## src/rtl/alien_spawn_scheduler.sv

```systemverilog
// Alien spawn scheduler: releases alien slots on a frame cadence, tracks kills
// against a per-level budget, freezes and refunds live slots on player death,
// and flags level completion once the budget is spent and every alien is dead.
module alien_spawn_scheduler #(
  parameter int NUM_SLOTS      = 4,
  parameter int MAX_ACTIVE     = 3,
  parameter int LEVEL_BUDGET   = 8,
  parameter int SPAWN_INTERVAL = 60,
  parameter int PAUSE_FRAMES   = 90
) (
  input  logic                 clk,
  input  logic                 reset,
  input  logic                 startOfFrame,
  input  logic                 level_start,
  input  logic [NUM_SLOTS-1:0] alien_died,
  input  logic                 player_died,
  output logic [NUM_SLOTS-1:0] spawn_req,
  output logic [NUM_SLOTS-1:0] slot_active,
  output logic                 freeze,
  output logic [7:0]           aliens_remaining,
  output logic [7:0]           kill_count,
  output logic                 level_done
);

  typedef enum logic [1:0] {
    ST_IDLE,
    ST_RUN,
    ST_PAUSE,
    ST_DONE
  } state_t;

  localparam logic [9:0] SPAWN_LIM = 10'(SPAWN_INTERVAL);
  localparam logic [9:0] PAUSE_LIM = 10'(PAUSE_FRAMES);
  localparam logic [7:0] BUDGET    = 8'(LEVEL_BUDGET);
  localparam logic [3:0] MAX_ACT   = 4'(MAX_ACTIVE);

  function automatic logic [3:0] popcount(input logic [NUM_SLOTS-1:0] v);
    logic [3:0] n;
    n = '0;
    for (int unsigned i = 0; i < NUM_SLOTS; i++) begin
      n = n + {3'b000, v[i]};
    end
    return n;
  endfunction

  // One-hot of the lowest clear bit (two's-complement isolate on the inverted vector).
  function automatic logic [NUM_SLOTS-1:0] lowest_free(input logic [NUM_SLOTS-1:0] act);
    logic [NUM_SLOTS-1:0] free;
    free = ~act;
    return free & (~free + NUM_SLOTS'(1));
  endfunction

  state_t               state_q, state_d;
  logic [9:0]           frame_cnt_q, frame_cnt_d;
  logic [NUM_SLOTS-1:0] spawn_req_q, spawn_req_d;
  logic [NUM_SLOTS-1:0] slot_active_q, slot_active_d;
  logic                 freeze_q, freeze_d;
  logic [7:0]           remaining_q, remaining_d;
  logic [7:0]           kill_count_q, kill_count_d;
  logic                 level_done_q, level_done_d;

  logic [NUM_SLOTS-1:0] kills;
  logic [NUM_SLOTS-1:0] pick;
  logic [8:0]           kill_sum;
  logic [7:0]           kill_sat;
  logic [8:0]           refund_sum;
  logic [7:0]           refund_sat;
  logic                 spawn_ok;

  // Next-state and output computation for the level sequencer.
  always_comb begin
    state_d       = state_q;
    frame_cnt_d   = frame_cnt_q;
    spawn_req_d   = '0;
    slot_active_d = slot_active_q;
    freeze_d      = freeze_q;
    remaining_d   = remaining_q;
    kill_count_d  = kill_count_q;
    level_done_d  = level_done_q;

    kills      = alien_died & slot_active_q;
    pick       = lowest_free(slot_active_q);
    kill_sum   = {1'b0, kill_count_q} + {5'b00000, popcount(kills)};
    kill_sat   = kill_sum[8] ? 8'hFF : kill_sum[7:0];
    // Refund counts every slot alive before the death, including ones killed this cycle.
    refund_sum = {1'b0, remaining_q} + {5'b00000, popcount(slot_active_q)};
    refund_sat = (refund_sum > {1'b0, BUDGET}) ? BUDGET : refund_sum[7:0];
    // Free-slot and occupancy checks use registered state, so a slot freed
    // this cycle only becomes spawnable next cycle.
    spawn_ok   = startOfFrame && (frame_cnt_q == SPAWN_LIM) && (remaining_q != '0) &&
                 (popcount(slot_active_q) < MAX_ACT) && (|(~slot_active_q));

    if (level_start) begin
      state_d       = ST_RUN;
      frame_cnt_d   = '0;
      slot_active_d = '0;
      freeze_d      = 1'b0;
      remaining_d   = BUDGET;
      kill_count_d  = '0;
      level_done_d  = 1'b0;
    end else begin
      case (state_q)
        ST_RUN: begin
          if (player_died) begin
            state_d       = ST_PAUSE;
            kill_count_d  = kill_sat;
            remaining_d   = refund_sat;
            slot_active_d = '0;
            frame_cnt_d   = '0;
            freeze_d      = 1'b1;
          end else if ((remaining_q == '0) && (slot_active_q == '0)) begin
            state_d      = ST_DONE;
            level_done_d = 1'b1;
          end else begin
            kill_count_d  = kill_sat;
            slot_active_d = slot_active_q & ~kills;
            if (spawn_ok) begin
              spawn_req_d   = pick;
              slot_active_d = slot_active_d | pick;
              remaining_d   = remaining_q - 8'd1;
              frame_cnt_d   = '0;
            end else if (startOfFrame && (frame_cnt_q < SPAWN_LIM)) begin
              frame_cnt_d = frame_cnt_q + 10'd1;
            end
          end
        end
        ST_PAUSE: begin
          if (startOfFrame) begin
            if ((frame_cnt_q + 10'd1) == PAUSE_LIM) begin
              state_d     = ST_RUN;
              frame_cnt_d = '0;
              freeze_d    = 1'b0;
            end else begin
              frame_cnt_d = frame_cnt_q + 10'd1;
            end
          end
        end
        default: begin
        end
      endcase
    end
  end

  // State and registered outputs, with synchronous reset.
  always_ff @(posedge clk) begin
    if (reset) begin
      state_q       <= ST_IDLE;
      frame_cnt_q   <= '0;
      spawn_req_q   <= '0;
      slot_active_q <= '0;
      freeze_q      <= 1'b0;
      remaining_q   <= '0;
      kill_count_q  <= '0;
      level_done_q  <= 1'b0;
    end else begin
      state_q       <= state_d;
      frame_cnt_q   <= frame_cnt_d;
      spawn_req_q   <= spawn_req_d;
      slot_active_q <= slot_active_d;
      freeze_q      <= freeze_d;
      remaining_q   <= remaining_d;
      kill_count_q  <= kill_count_d;
      level_done_q  <= level_done_d;
    end
  end

  assign spawn_req        = spawn_req_q;
  assign slot_active      = slot_active_q;
  assign freeze           = freeze_q;
  assign aliens_remaining = remaining_q;
  assign kill_count       = kill_count_q;
  assign level_done       = level_done_q;

endmodule

```

## config.mk

```make
export PLATFORM = sky130hd
export DESIGN_NAME = alien_spawn_scheduler
export DESIGN_NICKNAME = d
export VERILOG_FILES = /design/src/rtl/alien_spawn_scheduler.sv
export SDC_FILE = /design/constraint.sdc
export NUM_CORES = 1
export LEC_CHECK = 0
export BUFFER_PORTS_ARGS = -buffer_cell sky130_fd_sc_hd__buf_2
export CAP_MARGIN = 0
export CORE_MARGIN = 2
export CORE_UTILIZATION = 57
export CTS_BUF_LIST = sky130_fd_sc_hd__clkbuf_4 sky130_fd_sc_hd__clkbuf_8 sky130_fd_sc_hd__clkbuf_16
export CTS_CLUSTER_DIAMETER = 200
export DETAILED_ROUTE_END_ITERATION = 7
export GPL_TIMING_DRIVEN = 0
export PLACE_DENSITY = 0.79
export REMOVE_ABC_BUFFERS = 1
export SLEW_MARGIN = 20
export SYNTH_ARGS = -nofsm -noshare
export SYNTH_HDL_FRONTEND = slang
export SYNTH_SLANG_ARGS = --single-unit
export TNS_END_PERCENT = 100
```

## constraint.sdc

```tcl
create_clock -name clk -period 4.34 [get_ports clk]
set_input_delay 0.868 -clock clk [delete_from_list [all_inputs] [get_ports clk]]
set_output_delay 0.868 -clock clk [all_outputs]
set_load 0.05 [all_outputs]
```

==> metrics.txt, run 1 <==
total setup buffers inserted after CTS=0; xor/xnor share of the synthesized area=~2.1%; Post-synth top flop=dfxtp_1; via count=around 2300; CTS Buf Count=5; Mapped Cells=300; WP data required=~4.6 ns; GR Overflow Total=0; clock-pin slew on the worst setup and hold paths=~0.070 ns; drt pass-1 iters=4; crit path launch=slot_active[0]; Final #Nets=357; core footprint=about 4300 um2; most frequent cells after synthesis=dfxtp_1, nor2_1, nand2_1; asr flop ratio synth=0%; crit path kind=reg -> reg; final wirelength=5.668 mm; PortBufs=34; Reg2Reg Setup Slack=slightly above 1 ns; FF+latch count, synth=38; Final Max Slew Viols=0; simple logic cell fraction of the synthesized area=between 30% and 40%; largest cells by area after synthesis=dfxtp_1, ha_1, nor2_1; layout cell share with drive strength beyond 1=between 10% and 20%; CTS tree=yes; Power Density=approximately 250 nW/um2; GRT busiest layer=met2; top cell type's share of synthesized area=30.00%; all-layer global routing usage=around 25%; H-tree depth=2; Tmin final=around 3.3 ns; top-count cell post-synth=dfxtp_1; Fin. Hold Viols=0; CP Capture Type=register; ANT nets after route=0; worst setup margin=between 1 and 1.5 ns; final core utilization=about 65%; Final Cycle Share=roughly three quarters; clock buffer depth=2; syn_area_per_cell=~8.5 um2; mux contribution to synthesized area=around 1.4%; Die H=between 70 and 80 um; Yosys top cell by area=dfxtp_1; adder-cell share of the synthesized area=a little over a tenth; main combinational cell family by area after synthesis=simple AND/OR/NAND/NOR gates; Ys Warns=0; worst rel slew slack=between 30 and 40%; DP Worst Slack=approximately 1.0 ns; maxcap violations=0; Multi-input gate area=~1700 um2; # rows=24; crit-path max FO=10; delay of the slowest critical-path stage=0.55 ns; Netlist cell types=63; fmax=between 300 and 400 MHz; critical path, cell by cell=fa_1, ha_1, ha_1, fa_1, a21o_1, a211oi_1, a41o_1, nand4_1, or3_1, a21oi_1; hpwl dp=between 4 and 5 mm; Compound-Gate Fraction of Synth Area=between 20% and 30%; first-iteration detailed-routing DRC count=259; leakage power=between 1 and 1.5 nW; DRC violations left=0; clk root buf=clkbuf_8; Fin Setup TNS=0 ns; largest net degree at the start of global routing=25; RR Startpoint=slot_active[0]; Clock Sinks=38; Resize count post-CTS=0; Post-synth EDFFs=0; gpl congestion=0.8748; FILL cells=400; status=finished, final reports clean; Starting Density=roughly 60%; final setup vio count=0; HP Class=reg -> reg; Hold Slack=0.4801 ns; RSZ-0062 raised after global routing=false; M3 GR Usage=4.843%; CP max-delay cell=dfxtp_1; first-pass GRT wire length=about 10 mm; die area=~5000 um2; VDD IR max=0.1411 mV; FF+latch area=around 760 um2; IO Pins=35; Via density=between 5 and 6; Hold Buf Count CTS=0; crit path launch type=register; worst-margin pin slew=about 0.95 ns; Die Wd=70.71 um; Syn-to-layout area delta=11.00%; crit path DAT=3.56 ns; clk_lat worst skew=approximately 0.30 ns; GR Util met1=34.91%; Inserted Diodes=0; hold_sp=kill_count[5]; GRT met2 Usage=between 30 and 40%; cells on worst reg2reg path=10; Min-Delay Path Depth=1; vias in the first global route=~2100; post-synthesis cell area=2536 um2; DR WL/cell=14.84 um; initial antenna violation count=0; skew final=0.006853 ns; sequential fraction of the synthesis area=between 20% and 30%
## final timing paths
kind / endpoint
worst max-delay path: aliens_remaining[1]
worst min-delay path: kill_count[5]
worst max register to register: aliens_remaining[1]
worst min register to register: kill_count[5]
## cells in the final DEF (no fill, tap or decap), types with 3 or more instances in the layout
master | netlist | routed
nand3b_1 | 3 | 3
a211oi_1 | 5 | 5
nand4b_1 | 4 | 4
a21o_1 | 3 | 3
nor3_1 | 9 | 9
clkbuf_8 | 0 | 6
o31ai_1 | 3 | 3
or2_2 | 3 | 3
o21a_1 | 6 | 6
and3_1 | 5 | 5
nand3_1 | 17 | 17
nor3b_1 | 3 | 3
fa_1 | 5 | 5
nor4_1 | 3 | 3
o21ai_1 | 7 | 7
ha_1 | 14 | 14
and2_1 | 6 | 6
a21oi_1 | 13 | 13
buf_2 | 5 | 34
nand4_1 | 5 | 5
xnor2_1 | 5 | 5
inv_1 | 13 | 13
o21ai_0 | 6 | 6
a32o_1 | 3 | 3
o211ai_1 | 3 | 3
nor2_1 | 28 | 28
a31oi_1 | 8 | 8
nand2_1 | 20 | 20
nand2b_1 | 5 | 5
dfxtp_1 | 38 | 38
or3_1 | 5 | 5
## per-layer routing
| layer | share of wire [%] | wire (um) | up-vias |
|---|---|---|---|
| met5 | 0 | 0 | - |
| met4 | 1.4 | 78 | 0 |
| met3 | 5.6 | 319 | 6 |
| met2 | 46 | 2596 | 55 |
| met1 | 47 | 2674 | 1076 |
| li1 | - | - | 1150 |
## worst max-delay path: cells and delay by family, from the launching register on
family,cells,cell delay [ns]
AO/OA/AOI/OAI,4,0.72
adder cells (fa/ha/maj),4,1.45
flip-flops,1,0.55
AND/OR/NAND/NOR,2,0.55
## state kept, by name, indices dropped and copies added (netlist names)
register / cells
frame_cnt_q: 10
slot_active: 4
freeze: 1
state_q: 2
kill_count: 8
level_done: 1
spawn_req: 4
aliens_remaining: 8
## final cells by class
| type | count | area share, % |
|---|---|---|
| well taps | 52 | 2.311 |
| flip-flops and latches | 38 | 27.02 |
| inverters | 13 | 1.733 |
| repair buffers | 34 | 6.044 |
| clock inverters | 1 | 0.1778 |
| multi-input cells | 237 | 59.51 |
| clock buffers | 7 | 3.200 |
## through the flow
stage	total power, mW	cells	instance area [um2]
detailed placement	0.4513	374	2720
floorplan	0.4266	288	2485
global placement	0.4495	374	2720
finish	0.7093	382	2815
global route	0.7343	382	2815
CTS	0.7101	382	2815
## power breakdown
group | internal, mW | switching [mW]
Sequential | 0.352 | 0.00709
Combinational | 0.0267 | 0.0579
Clock | 0.134 | 0.131
## kinds of logic (layout without fill, tap and decap cells)
logic type,Yosys count,count (layout)
buf+inv,25,55
flops,38,38
fa+ha+maj,19,19
xor+xnor,6,6
simple gates,136,136
mux,3,3
compound gates,73,73
No activity file was read; power rests on OpenSTA's default activity.
==> run 2, diff against run 1 <==
- CORE_UTILIZATION: 57 -> 52
- PLACE_DENSITY: 0.79 -> 0.76
- clock period: 4.34 -> 3 ns (I/O delays scaled with it)
==> run 2 against run 1 <==
  * Cell count rose by 6.0%
  * Sequential share of layout area fell by 1.3 points
  * Critical endpoint unchanged
  * Via count rose by 5.2%
  * Combinational power rose by 50%
  * Critical path type unchanged
  * Sequential power rose by 44%
  * First-iteration DRC count fell by 34%
==> metrics.txt, run 2 (synthesized netlist as in run 1, its figures left out) <==
status=finished, final reports clean; P_int=between 0.8 and 0.9 mW; die area=between 5000 and 6000 um2; delay of the slowest critical-path stage=roughly 0.57 ns; Final #Nets=~370; crit-path max FO=4; Area after DPL=between 2000 and 3000 um2; most frequent cells in the layout=dfxtp_1, buf_2, nor2_1; Hold Slack=0.4838 ns; # rows=25; largest net degree at the start of global routing=25; most common cell after layout, fill and taps aside=dfxtp_1; CP max-delay cell=fa_1; CTS Buf Count=5; gpl congestion=roughly 0.79; Fin Setup TNS=0 ns; number of flip-flops in the largest register=10; Via density=~5.9; Inserted Diodes=0; clock buffer depth=2; skew final=between 0.006 and 0.007 ns; crit path DAT=between 3 and 4 ns; HP Class=reg -> reg; initial antenna violation count=0; CP Capture Type=register; DRC violations left=0; final wirelength=5.841 mm; clk_lat worst skew=around 0.30 ns; VDD IR max=0.2457 mV; vias in the first global route=about 2200; Final Cycle Share=between 90 and 100%; Power Density=389.4 nW/um2; CTS tree=yes; via count=2405; Starting Density=a little over half; Top reg by flops=frame_cnt_q; Die Wd=about 74 um; crit path launch type=register; H-tree depth=2; worst-margin pin slew=slightly below 1 ns; critical path, cell by cell=fa_1, ha_4, ha_4, fa_2, a21o_1, a211oi_2, a41o_1, nand4_1, or3_1, a21oi_2; WP data required=approximately 3.2 ns; fmax=roughly 340 MHz; clock-pin slew on the worst setup and hold paths=roughly 0.080 ns; leakage power=around 1.2 nW; hpwl dp=around 4.1 mm; Fin. Hold Viols=0; Final Max Slew Viols=0; Tmin final=2.936 ns; FILL cells=about 410; DR WL/cell=14.42 um; Die H=73.84 um; IO Pins=35; first-pass GRT wire length=just over 10 mm; Comb power frac=approximately 11%; drt pass-1 iters=4; register share of total power=44.2%; worst rel slew slack=between 30% and 40%; GR Overflow Total=0; RSZ-0062 raised after global routing=true; NetSw=0.2889 mW; fin area=between 3000 and 4000 um2; Sw Share=roughly 25%; first-iteration detailed-routing DRC count=~170; layout cell share with drive strength beyond 1=about a quarter; final setup vio count=0; Tot Pwr=1.170 mW; core footprint=about 4700 um2; ANT nets after route=0; Clock Sinks=38; Critical Path Most Common Cell=ha_4; DP Worst Slack=-0.3166 ns; PortBufs=34; all-layer global routing usage=23.56%; maxcap violations=0; crit path kind=reg -> reg; worst setup margin=around 0.064 ns; Clock power frac=44.9%; clk root buf=clkbuf_8; Syn-to-layout area delta=18.50%
[run 2: area by class of cell]
type,instances,area [um2],share of cell area (%)
Tap cell,67,83.83,2.789
Sequential cell,38,772.0,25.69
Multi-Input combinational cell,237,1733,57.66
Clock buffer,5,68.82,2.290
Inverter,13,48.80,1.624
Clock inverter,3,68.82,2.290
Timing Repair Buffer,42,230.2,7.660
[run 2: what timing repair did]
item / CTS / global route
gates resized for setup: 10 / 5
pin swaps: 4 / 7
endpoints found under the setup margin: 16 / 5
setup buffers: 4 / 4
hold buffers: 0 / 0
cloned: 0 / 0
[run 2: metrics by stage]
step / std cells / util [%]
4_1_cts: 401 / 62.46
6_report: 405 / 63.63
2_1_floorplan: 288 / -
3_5_place_dp: 389 / 57.99
3_3_place_gp: 389 / 57.99
5_1_grt: 405 / 63.63
[run 2: metal layers]
metal	track usage [%]	vias to the layer above	routed length (um)
met5	0	-	0
met3	3.841	12	289
met2	37.00	68	2734
met1	32.82	1148	2686
met4	7.879	0	130
li1	-	1177	-
[run 2: power by group through the flow]
stage | Combinational, mW | Sequential, mW | Clock, mW
final | 0.127 | 0.518 | 0.526
after detailed placement | 0.122 | 0.532 | 0
after global routing | 0.139 | 0.520 | 0.554
after global placement | 0.119 | 0.532 | 0
after floorplan | 0.0745 | 0.543 | 0
after CTS | 0.126 | 0.518 | 0.533
[run 2: worst paths after layout]
kind / start / slack, ns / depth (start not counted) / end
hold reg to reg: kill_count[5] / 0.48 / 1 / kill_count[5]
setup reg to reg: slot_active[0] / 0.06 / 10 / aliens_remaining[1]
hold / removal: kill_count[5] / 0.48 / 1 / kill_count[5]
setup / recovery: slot_active[0] / 0.06 / 10 / aliens_remaining[1]
[run 2: worst max-delay path, delay by kind of cell (launching register included)]
family | cells | cell delay, ns
compound gates | 4 | 0.66
fa+ha+maj | 4 | 1.29
simple gates | 2 | 0.56
flops | 1 | 0.36
